**config.mk**
```make
export PLATFORM = sky130hd
export DESIGN_NAME = uart_rx
export DESIGN_NICKNAME = d
export VERILOG_FILES = /design/src/rtl/uart_pkg.sv /design/src/rtl/uart_sync2.sv /design/src/rtl/uart_rx.sv
export SDC_FILE = /design/constraint.sdc
export NUM_CORES = 1
export LEC_CHECK = 0
export CORE_MARGIN = 2
export CORE_UTILIZATION = 41
export CTS_CLUSTER_SIZE = 25
export DETAILED_ROUTE_END_ITERATION = 6
export PLACE_DENSITY = 0.71
export SYNTH_ARGS = -nofsm -noshare
export SYNTH_HDL_FRONTEND = slang
export SYNTH_SLANG_ARGS = --single-unit
```
**constraint.sdc**
```tcl
create_clock -name clk -period 2.5 [get_ports clk]
set_input_delay 0.375 -clock clk [delete_from_list [all_inputs] [get_ports clk]]
set_output_delay 0.375 -clock clk [all_outputs]
set_load 0.1 [all_outputs]
```
**src/rtl/uart_pkg.sv**
```systemverilog
// Shared UART definitions: receiver state encoding, oversample counts and
// data-bits configuration encoding (common to receiver and transmitter).
package uart_pkg;

  localparam int UART_OVERSAMPLE = 16;
  localparam logic [3:0] CNT_MID_START = 4'd7;
  localparam logic [3:0] CNT_SAMPLE    = 4'd15;

  localparam logic [1:0] DATA_BITS_5 = 2'b00;
  localparam logic [1:0] DATA_BITS_6 = 2'b01;
  localparam logic [1:0] DATA_BITS_7 = 2'b10;
  localparam logic [1:0] DATA_BITS_8 = 2'b11;

  typedef enum logic [2:0] {
    ST_IDLE,
    ST_START,
    ST_DATA,
    ST_PARITY,
    ST_STOP,
    ST_WAIT_IDLE
  } uart_rx_state_t;

  // Index of the last data bit for a given data-bits setting.
  function automatic logic [2:0] last_bit_idx(input logic [1:0] cfg);
    case (cfg)
      DATA_BITS_5: last_bit_idx = 3'd4;
      DATA_BITS_6: last_bit_idx = 3'd5;
      DATA_BITS_7: last_bit_idx = 3'd6;
      default:     last_bit_idx = 3'd7;
    endcase
  endfunction

endpackage

```
**src/rtl/uart_sync2.sv**
```systemverilog
// Two-flop synchronizer for an asynchronous single-bit input.
module uart_sync2 #(
  parameter logic RST_VAL = 1'b1
) (
  input  logic clk,
  input  logic rst,
  input  logic d,
  output logic q
);

  logic meta_q, sync_q;

  always_ff @(posedge clk) begin
    if (rst) begin
      meta_q <= RST_VAL;
      sync_q <= RST_VAL;
    end else begin
      meta_q <= d;
      sync_q <= meta_q;
    end
  end

  assign q = sync_q;

endmodule

```
**src/rtl/uart_rx.sv**
```systemverilog
// 16x-oversampled UART receiver, 5-8 data bits, optional parity, one stop bit,
// valid/ready delivery with parity, framing and overrun flags.
module uart_rx
  import uart_pkg::*;
#(
  parameter int DATA_WIDTH = 8,
  parameter int OVERSAMPLE = UART_OVERSAMPLE
) (
  input  logic                  clk,
  input  logic                  rst,
  input  logic                  rx_tick,
  input  logic                  rxd,
  input  logic [1:0]            cfg_data_bits,
  input  logic                  cfg_parity_en,
  input  logic                  cfg_parity_odd,
  input  logic                  rx_ready,
  output logic                  rx_valid,
  output logic [DATA_WIDTH-1:0] rx_data,
  output logic                  parity_err,
  output logic                  frame_err,
  output logic                  overrun_err,
  output logic                  rx_busy
);

  logic rxs;

  uart_sync2 #(.RST_VAL(1'b1)) u_sync (
    .clk (clk),
    .rst (rst),
    .d   (rxd),
    .q   (rxs)
  );

  uart_rx_state_t        state_q, state_d;
  logic [3:0]            cnt_q, cnt_d, cnt_inc;
  logic [2:0]            bit_idx_q, bit_idx_d;
  logic [2:0]            last_idx_q, last_idx_d;
  logic                  par_en_q, par_en_d;
  logic                  par_odd_q, par_odd_d;
  logic [DATA_WIDTH-1:0] shift_q, shift_d;
  logic                  perr_q, perr_d;
  logic                  valid_q, valid_d;
  logic [DATA_WIDTH-1:0] data_q, data_d;
  logic                  parity_err_q, parity_err_d;
  logic                  frame_err_q, frame_err_d;
  logic                  overrun_q, overrun_d;
  logic                  done;

  always_comb begin
    state_d    = state_q;
    cnt_d      = cnt_q;
    bit_idx_d  = bit_idx_q;
    last_idx_d = last_idx_q;
    par_en_d   = par_en_q;
    par_odd_d  = par_odd_q;
    shift_d    = shift_q;
    perr_d     = perr_q;
    done       = 1'b0;
    cnt_inc    = (cnt_q == 4'(OVERSAMPLE - 1)) ? 4'd0 : cnt_q + 4'd1;

    if (rx_tick) begin
      case (state_q)
        ST_IDLE: begin
          // Configuration is captured here and held for the whole frame.
          if (!rxs) begin
            state_d    = ST_START;
            cnt_d      = 4'd0;
            last_idx_d = last_bit_idx(cfg_data_bits);
            par_en_d   = cfg_parity_en;
            par_odd_d  = cfg_parity_odd;
            shift_d    = '0;
            perr_d     = 1'b0;
          end
        end
        ST_START: begin
          if (cnt_q == CNT_MID_START) begin
            cnt_d     = 4'd0;
            bit_idx_d = 3'd0;
            state_d   = rxs ? ST_IDLE : ST_DATA;
          end else begin
            cnt_d = cnt_inc;
          end
        end
        ST_DATA: begin
          cnt_d = cnt_inc;
          if (cnt_q == CNT_SAMPLE) begin
            shift_d[bit_idx_q] = rxs;
            if (bit_idx_q == last_idx_q) state_d = par_en_q ? ST_PARITY : ST_STOP;
            else                         bit_idx_d = bit_idx_q + 3'd1;
          end
        end
        ST_PARITY: begin
          cnt_d = cnt_inc;
          if (cnt_q == CNT_SAMPLE) begin
            perr_d  = ((^shift_q) ^ rxs) != par_odd_q;
            state_d = ST_STOP;
          end
        end
        ST_STOP: begin
          cnt_d = cnt_inc;
          if (cnt_q == CNT_SAMPLE) begin
            done    = 1'b1;
            state_d = rxs ? ST_IDLE : ST_WAIT_IDLE;
          end
        end
        ST_WAIT_IDLE: if (rxs) state_d = ST_IDLE;
        default: state_d = ST_IDLE;
      endcase
    end
  end

  // A completion on the same clk as a consume reloads instead of overrunning.
  always_comb begin
    valid_d      = valid_q;
    data_d       = data_q;
    parity_err_d = parity_err_q;
    frame_err_d  = frame_err_q;
    overrun_d    = 1'b0;
    if (done) begin
      if (!valid_q || rx_ready) begin
        valid_d      = 1'b1;
        data_d       = shift_q;
        parity_err_d = perr_q;
        frame_err_d  = !rxs;
      end else begin
        overrun_d = 1'b1;
      end
    end else if (valid_q && rx_ready) begin
      valid_d = 1'b0;
    end
  end

  always_ff @(posedge clk) begin
    if (rst) begin
      state_q      <= ST_IDLE;
      cnt_q        <= 4'd0;
      bit_idx_q    <= 3'd0;
      last_idx_q   <= 3'd7;
      par_en_q     <= 1'b0;
      par_odd_q    <= 1'b0;
      shift_q      <= '0;
      perr_q       <= 1'b0;
      valid_q      <= 1'b0;
      data_q       <= '0;
      parity_err_q <= 1'b0;
      frame_err_q  <= 1'b0;
      overrun_q    <= 1'b0;
    end else begin
      state_q      <= state_d;
      cnt_q        <= cnt_d;
      bit_idx_q    <= bit_idx_d;
      last_idx_q   <= last_idx_d;
      par_en_q     <= par_en_d;
      par_odd_q    <= par_odd_d;
      shift_q      <= shift_d;
      perr_q       <= perr_d;
      valid_q      <= valid_d;
      data_q       <= data_d;
      parity_err_q <= parity_err_d;
      frame_err_q  <= frame_err_d;
      overrun_q    <= overrun_d;
    end
  end

  assign rx_valid    = valid_q;
  assign rx_data     = data_q;
  assign parity_err  = parity_err_q;
  assign frame_err   = frame_err_q;
  assign overrun_err = overrun_q;
  assign rx_busy     = (state_q != ST_IDLE);

endmodule

```
Yosys cells after proc, flatten, opt, wreduce, memory -nomap -nowiden
Cells that the tools add are included.

Add/sub/neg operators: 2. Magnitude comparators: 2. Eq/ne operators: 20. Mux-type cells: 36. Bitwise gates (word level): 3. Reductions and logical operators: 24.

Operator list (number): $mux W3 (12); $pmux W3 S6 (1); $mux W8 (2); $pmux W8 S2 (1); $ne A2 B2 Y1 const B (7); $mux W4 (3); $pmux W4 S3 (1); $mux W1 (10); $bwmux W8 (1); $reduce_and A4 Y1 (2); $reduce_and A8 Y1 (1); $reduce_bool A2 Y1 (4); $reduce_xor A8 Y1 (1); $eq A3 B2 Y1 const B (2); $eq A3 B3 Y1 const B (2); $pmux W2 S3 (1); $pmux W3 S2 (1); $reduce_and A3 Y1 (2); $reduce_bool A3 Y1 (2); $reduce_and A5 Y1 (1); $add A4 B1 Y4 const B (1); $eq A4 B3 Y1 const B (1); $eq A4 B4 Y1 const B (1); $lt A3 B4 Y1 const B (1); 21 further kinds (26).

Flip-flop bits (word level): 38. Input port bits: 9. Output and inout bits: 13. Logic and storage cells: 102.

Depth between registers and ports, before layout
Gate-level depths: netlist (run 1).

Depth after elaboration: 7. Gate-level depth with buffers: 6. Mapped depth without buffers: 5.

By module
Synthesis (run 1) repeated with hierarchy kept, for this count alone.

Cell total of the unflattened synthesis: 228. Area, all modules: 1938.1 µm².

By module, submodules not included: uart_rx (times used 1, cells an instance 224, area an instance 1885.6 µm², seq. area each 700.7 µm²); uart_sync2 (times used 1, cells an instance 4, area an instance 52.6 µm², seq. area each 40.0 µm²).

Worst setup path before layout (run 1)
Ideal clock, no wire load.

Kind: register to register. From: reg valid_q, in the netlist rx_valid. To: reg parity_err_q, in the netlist parity_err. Setup time: 128 ps. Arrival: 1676 ps. Data required time: 2372 ps. Setup slack: 696 ps. Cell stages (with the launch flop): 6. Path buffers: 1. Clock period less this slack: 1804 ps. Cells stage by stage: dfxtp_1 -> nand2b_1 -> nor3b_2 -> buf_4 -> mux2i_1 -> nor2_1.

Longest elaborated chain between the ends: 3.

RTL lines: start: declaration (RTL line uart_rx.sv:42) `logic valid_q, valid_d;`; start signal: assignment (RTL line uart_rx.sv:157) `valid_q <= valid_d;`; $logic_not A1 Y1 (RTL line uart_rx.sv:120) `if (!valid_q || rx_ready) begin`; $logic_or A1 B1 Y1 (RTL line uart_rx.sv:120); $reduce_and A2 Y1 (no source line); end signal: assignment (RTL line uart_rx.sv:159) `parity_err_q <= parity_err_d;`; end: declaration (RTL line uart_rx.sv:44) `logic parity_err_q, parity_err_d;`.

No other way between the ends. A chain may end at the register's enable or synchronous reset.

Worst setup path after layout (run 1)
From: reg cnt_q[0]. To: reg state_q[1].

Longest elaborated chain between the ends: 3. Elaborated cells between the ends (all ways): 7. Those cells by class: 6 x eq/ne; 1 x reduce/logical.

RTL lines: start: declaration (RTL line uart_rx.sv:35) `logic [3:0] cnt_q, cnt_d, cnt_inc;`; start signal: assignment (RTL line uart_rx.sv:150) `cnt_q <= cnt_d;`; $eq A4 B4 Y1 / $eq A4 B3 Y1 (equally long branches); $ne A2 B2 Y1 (no source line); $reduce_and A8 Y1 (no source line) (*); end signal: assignment (RTL line uart_rx.sv:149) `state_q <= state_d;`; end: declaration (RTL line uart_rx.sv:34) `uart_rx_state_t state_q, state_d;`.

Every way passes the cells marked *; elsewhere a longest branch is shown, timed or not.

==> summary.txt, run 1 <==
Run
  • Max-cap violations: 0

Detailed routing
  • Drt initial violations: 79
  • Pre-antenna DRT Iters: 4
  • ANT nets after route: 0
  • Number of remaining DRC errors: 0
  • Detailed-route via count: between 1500 and 2000
  • Number of vias per cell: about 5.7
  • DR WL/cell: 13.71 um
  • Total wire length: between 4000 and 5000 um

Clock network
  • Clk slew on worst S/H paths: 0.08 ns
  • Total CTS buffers: 5
  • Max Root-Sink Buffers: 2
  • Post-CTS sizing: 0
  • Setup repair bufs after CTS: 0
  • CTS Hold Bufs: 0
  • H-Tree Depth: 2
  • CTS sink count: 37
  • CTS tree: built
  • Skew-Pair Late Insertion Delay: 0.29 ns
  • CTS root buffer: clkbuf_8

STA
  • Final Hold Vio Count: 0
  • Layout Skew: 0.009289 ns
  • Final min period: 2.013 ns
  • RSZ-0062 raised after global routing: false
  • Tcrit/Tclk final: 0.8052
  • Worst Tran Pin Value: about 0.61 ns
  • Setup slack after layout: 0.4870 ns
  • FMAX: 0.4968 GHz
  • Slew headroom: 0.5888
  • Final Max Slew Viols: 0
  • Final setup viols: 0
  • Setup TNS: 0 ns

Final layout
  • Antenna Cells: 0
  • Nets@finish: 254
  • Most frequent cells in the layout: dfxtp_1, a21oi_1, buf_4, nor2_1, nand2_1
  • Area delta synth->final: 17.30%
  • Design area: roughly 2300 sq um
  • Layout cells sized above 1: 0.1598
  • Commonest non-fill, non-tap cell in the layout: dfxtp_1
  • Final non-filler cell total: 296

Placed design
  • Setup WS pre-CTS: 0.5011 ns
  • Placer Congestion: 0.8410
  • Post-DP HPWL: 2886 um
  • Port bufs: 21
  • Placed cells: about 290
  • Placed inst area: ~2100 sq um

Global routing
  • Gr usage total: 0.1670
  • Global route overflow: 0
  • Vias in the first global route: between 1000 and 1500
  • First-pass GRT wire length: between 6000 and 7000 um
  • Initial antenna violation count: 0
  • Largest net degree at the start of global routing: 19

Die
  • Core area: 4444 sq um
  • Site row count: 24
  • Die area: around 5300 sq um
  • # IOs: 22
  • Initial core utilization: 0.4344
  • Die Span Y: 72.62 um
  • Die Wd: 72.62 um

Synth
  • Top-area cell type share of the netlist area: 0.3837
  • YS warnings: 0
  • Post-synthesis instance total: 224
  • Synth area leaders: dfxtp_1, a21oi_1, mux2i_1
  • Synth Area in Simple Gates: 0.2203
  • Main synth FF type: dfxtp_1
  • Post-synth EDFFs: 0
  • Number of synthesized register bits: 37
  • Synth async-reset ratio: 0
  • Adder-cell share of the synthesized area: 0.01296
  • Area share of xor/xnor cells in the synthesized design: 0.05638
  • Post-Syn Nets: 235
  • Unique cell type count in the Yosys netlist: 57
  • Sequential element share of the synthesized area: 0.3837
  • Synth area leader: dfxtp_1
  • Post-synthesis compound-gate area fraction: 0.2210
  • Mean area per synthesized cell: between 8 and 9 sq um
  • Post-Syn Area: 1931 sq um
  • Largest family of logic cells by synthesized area: compound AO/OA/AOI/OAI gates
  • Post-synthesis mux area share: 0.04666

Critical path
  • CP Capture Type: flop
  • CP Launch Type: flop
  • CP max FO: 8
  • Req. time, crit path: about 2.7 ns
  • Critical path type: reg2reg
  • Worst Path Arrival: 2.19 ns

Status
  • Status: finished, final reports clean

Power and ir drop
  • Leakage: 0.8451 nW
  • VDD IR-drop max: 0.0001974 V
  • Power Density: between 600 and 700 nW/um^2

Hold path
  • Worst hold path class: reg2reg
[flip-flops by register name, summed over array words and instances, names as in the netlist, 2 cells and up]
| name | cells |
|---|---|
| rx_data | 8 |
| shift_q | 8 |
| cnt_q | 4 |
| bit_idx_q | 3 |
| state_q | 3 |
| last_idx_q | 2 |
[worst paths after layout]
kind,start,to,slack [ns],depth (start not counted)
worst max-delay path,cnt_q[0]$_SDFFE_PP0P_,state_q[1]$_SDFFE_PP0P_,0.49,5
worst min-delay path,u_sync.meta_q$_SDFF_PP1_,u_sync.q$_SDFF_PP1_,0.41,1
worst max register to register,cnt_q[0]$_SDFFE_PP0P_,state_q[1]$_SDFFE_PP0P_,0.49,5
worst min register to register,u_sync.meta_q$_SDFF_PP1_,u_sync.q$_SDFF_PP1_,0.41,1
[per-layer routing]
metal | vias up | global-route usage | wire length [um]
met4 | 0 | 0.07202 | 67
met5 | - | 0 | 0
met1 | 775 | 0.2451 | 2100
met2 | 36 | 0.2364 | 1740
li1 | 859 | - | -
met3 | 7 | 0.03315 | 149
[report_power, final]
group / total [W] / internal [W] / switching [W]
Clock: 0.000528 / 0.000299 / 0.000229
Sequential: 0.000652 / 0.000613 / 0.0000389
Combinational: 0.000308 / 0.000116 / 0.000192
Total: 0.00149 / 0.00103 / 0.000460
[per-stage QoR]
stage          hold slack [ns]    util   power, W
2_1_floorplan           0.3895       -  0.0009014
3_3_place_gp            0.3908  0.4837  0.0009679
3_5_place_dp            0.3933  0.4837  0.0009705
4_1_cts                 0.4116  0.5096   0.001492
5_1_grt                 0.4386  0.5096   0.001556
6_report                0.4094  0.5096   0.001488
[synthesized netlist by cell type (2+ instances only)]
cell type,instances
a21oi_1,23
a31oi_1,4
a32oi_1,3
buf_2,10
clkbuf_1,5
dfxtp_1,37
ha_1,2
inv_1,10
mux2i_1,9
nand2_1,15
nand2b_1,2
nand3_1,13
nor2_1,16
nor2b_1,3
nor3_1,5
nor3b_2,2
nor4_2,2
o21ai_0,2
o21ai_1,10
o311a_1,2
o311ai_0,2
o31ai_1,2
or2_2,2
or3b_1,4
xnor2_1,7
[cells by family (layout without fill, tap and decap cells)]
family,Yosys count,in the layout
AO/OA/AOI/OAI,64,64
multiplexers,9,9
flip-flops,37,37
AND/OR/NAND/NOR,76,76
XOR/XNOR,10,10
adder cells (fa/ha/maj),2,2
buffers and inverters,26,46
[cell type report]
class                   count  area [sq um]
clock inverters             3         46.29
well taps                  52         65.06
fillers                   415          2180
inverters                  10         37.54
clock buffers               5         68.82
flip-flops and latches     37         740.7
repair buffers             28         230.2
multi-input cells         161          1076
[critical path: stages, from the launching register on]
cell and delay [ns]:
dfxtp_1 0.41, ha_1 0.32, and3b_1 0.30, o21ai_2 0.10, or3_1 0.40, o311a_1 0.37
Note: power is estimated with default switching activity, not from simulation.
==> run 2, diff against run 1 <==
Clock period 2.5 ns to 2 ns, I/O delays scaled along.
==> run 2 against run 1 <==
Compared with the run above:
- sequential power is 25% higher
- maximum frequency is 6.3% higher
- clock-buffer cell count unchanged
- final cell count grew 2.4%
- first-iteration DRC count rose by 2.5%
- via count is 1.7% higher
- sequential share of layout area is 1.3 points lower
- critical path type unchanged
- largest power group unchanged
==> summary.txt, run 2 (synthesized netlist as in run 1, its figures left out) <==
Clock network
  • CTS root buffer: clkbuf_8
  • CTS Hold Bufs: 0 (unchanged)
  • Max Root-Sink Buffers: 2 (unchanged)
  • Clk slew on worst S/H paths: 0.07 ns (about the same)
  • CTS tree: built
  • CTS sink count: 37 (unchanged)
  • Total CTS buffers: 5 (unchanged)
  • H-Tree Depth: 2 (unchanged)
  • Skew-Pair Late Insertion Delay: 0.29 ns (about the same)

Detailed routing
  • Detailed-route via count: 1706 (+1.7%)
  • Pre-antenna DRT Iters: 4 (unchanged)
  • Number of remaining DRC errors: 0 (unchanged)
  • ANT nets after route: 0 (unchanged)
  • Drt initial violations: 81 (+2.5%)
  • Total wire length: 4197 um (+3.5%)
  • Number of vias per cell: 5.630 (-0.62%)
  • DR WL/cell: 13.85 um (+1.1%)

Critical path
  • Req. time, crit path: 2.19 ns (-0.48 ns)
  • Crit path max-delay cell type: dfxtp_1
  • CP max FO: 8 (unchanged)
  • Crit path largest cell delay: 0.45 ns (+0.04 ns)
  • CP bufs+invs: 0 (unchanged)
  • Critical path type: reg2reg
  • Worst R2R End: state_q[2]$_SDFFE_PP0P_
  • Reg2reg start: cnt_q[0]$_SDFFE_PP0P_
  • Reg2reg setup slack: 0.11 ns (-0.38 ns)
  • CP Launch Type: flop
  • Crit path max-delay family: simple AND/OR/NAND/NOR gates
  • CP Capture Type: flop
  • R2r worst-path depth: 5 (unchanged)
  • Worst path cell trace: ha_4 -> and3b_1 -> o21ai_2 -> or3_1 -> o311a_1
  • Worst Path Arrival: 2.08 ns (-0.11 ns)

Die
  • Die Wd: 72.62 um (unchanged)
  • Die area: 5274 sq um (unchanged)
  • # IOs: 22 (unchanged)
  • Initial core utilization: 0.4344 (unchanged)
  • Site row count: 24 (unchanged)
  • Die Span Y: 72.62 um (unchanged)
  • Core area: 4444 sq um (unchanged)

Final layout
  • Layout cells sized above 1: 0.1873 (+0.02741)
  • Utilization after layout: 0.5313 (+0.02168)
  • Nets@finish: 261 (+2.8%)
  • Most frequent cells in the layout: dfxtp_1, buf_4, a21oi_1, nor2_1, nand2_1
  • Area delta synth->final: 22.29%
  • Antenna Cells: 0 (unchanged)
  • Commonest non-fill, non-tap cell in the layout: dfxtp_1

STA
  • Tcrit/Tclk final: 0.9467 (+0.1414)
  • Layout Skew: 0.003218 ns (-0.006071 ns)
  • Final Hold Vio Count: 0 (unchanged)
  • Final min period: 1.893 ns (-0.1197 ns)
  • Setup TNS: 0 ns (unchanged)
  • FMAX: 0.5282 GHz (+6.3%)
  • RSZ-0062 raised after global routing: false
  • Slew headroom: 0.6022 (+0.01336)
  • Final setup viols: 0 (unchanged)
  • Final Max Slew Viols: 0 (unchanged)
  • Worst Tran Pin Value: 0.5927 ns (-0.01991 ns)

Global routing
  • Gr usage total: 0.1669 (about the same)
  • Largest net degree at the start of global routing: 15 (-4)
  • First-pass GRT wire length: 6831 um (-1.6%)
  • Global route overflow: 0 (unchanged)
  • Vias in the first global route: 1490 (+1.2%)
  • Initial antenna violation count: 0 (unchanged)

Run
  • Max-cap violations: 0 (unchanged)

Hold path
  • Worst hold path class: reg2reg
  • Startpoint of the worst hold path: u_sync.meta_q$_SDFF_PP1_
  • Hold path depth: 1 (unchanged)
  • Sink of the worst hold path: u_sync.q$_SDFF_PP1_

Placed design
  • Post-DP HPWL: 3134 um (+8.6%)
  • Port bufs: 21 (unchanged)
  • Placer Congestion: 0.8486 (+0.90%)

Power and ir drop
  • Power Density: 856.9 nW/um^2 (+30%)
  • Leakage: 0.8952 nW (+5.9%)
  • VDD IR-drop max: 0.0003617 V (+83%)

Status
  • Status: finished, final reports clean
-- run 2: cell count changes in the layout (fill, tap and decap cells not counted), sizes merged --
cell      delta
bufinv       +1
buf          +7
clkinvlp     -1
-- run 2: worst max path at each step --
stage,startpoint,endpoint,cells past startpoint
after floorplan,rx_valid$_SDFFE_PP0P_,parity_err$_SDFFE_PP0P_,5
after global placement,rx_tick,state_q[1]$_SDFFE_PP0P_,5
after detailed placement,cnt_q[0]$_SDFFE_PP0P_,state_q[2]$_SDFFE_PP0P_,5
after CTS,cnt_q[0]$_SDFFE_PP0P_,state_q[2]$_SDFFE_PP0P_,5
after global routing,cnt_q[0]$_SDFFE_PP0P_,state_q[2]$_SDFFE_PP0P_,5
final,cnt_q[0]$_SDFFE_PP0P_,state_q[2]$_SDFFE_PP0P_,5
-- run 2: timing repair --
| action | CTS | global route |
|---|---|---|
| setup buffers | 0 | 0 |
| resized for setup | 0 | 2 |
| setup endpoints to repair | 0 | 3 |
-- run 2: routing by layer --
layer	up-vias	wire length (um)	GRT usage
li1	865	-	-
met1	796	2068	0.2292
met2	38	1877	0.2525
met3	7	189	0.04144
met4	0	61	0.06379
met5	-	0	0
-- run 2: power breakdown --
| part | total (W) | leakage [nW] | internal (W) | switching, W |
|---|---|---|---|---|
| sequential | 0.000817 | 0.299 | 0.000767 | 0.0000501 |
| combinational | 0.000444 | 0.528 | 0.000184 | 0.000260 |
| clock | 0.000762 | 0.0681 | 0.000495 | 0.000267 |
-- run 2: layout make-up --
cell class	instances	area [sq um]
clock inverter	3	65.06
tap	52	65.06
timing repair buffer	35	295.3
clock buffer	5	68.82
sequential	37	740.7
multi-input combinational	161	1089
fill	413	2083
inverter	10	37.54
-- run 2: metrics by stage --
stage,hold WS (ns),worst slack [ns],std cells,total power [W],cell area (sq um)
floorplan,0.3895,0.1960,224,0.001127,1931
global placement,0.3922,0.07671,295,0.001255,2215
detailed placement,0.4014,0.02064,295,0.001263,2215
CTS,0.4185,0.01331,303,0.002028,2349
global route,0.4278,0.04417,303,0.002111,2361
finish,0.4184,0.1067,303,0.002023,2361
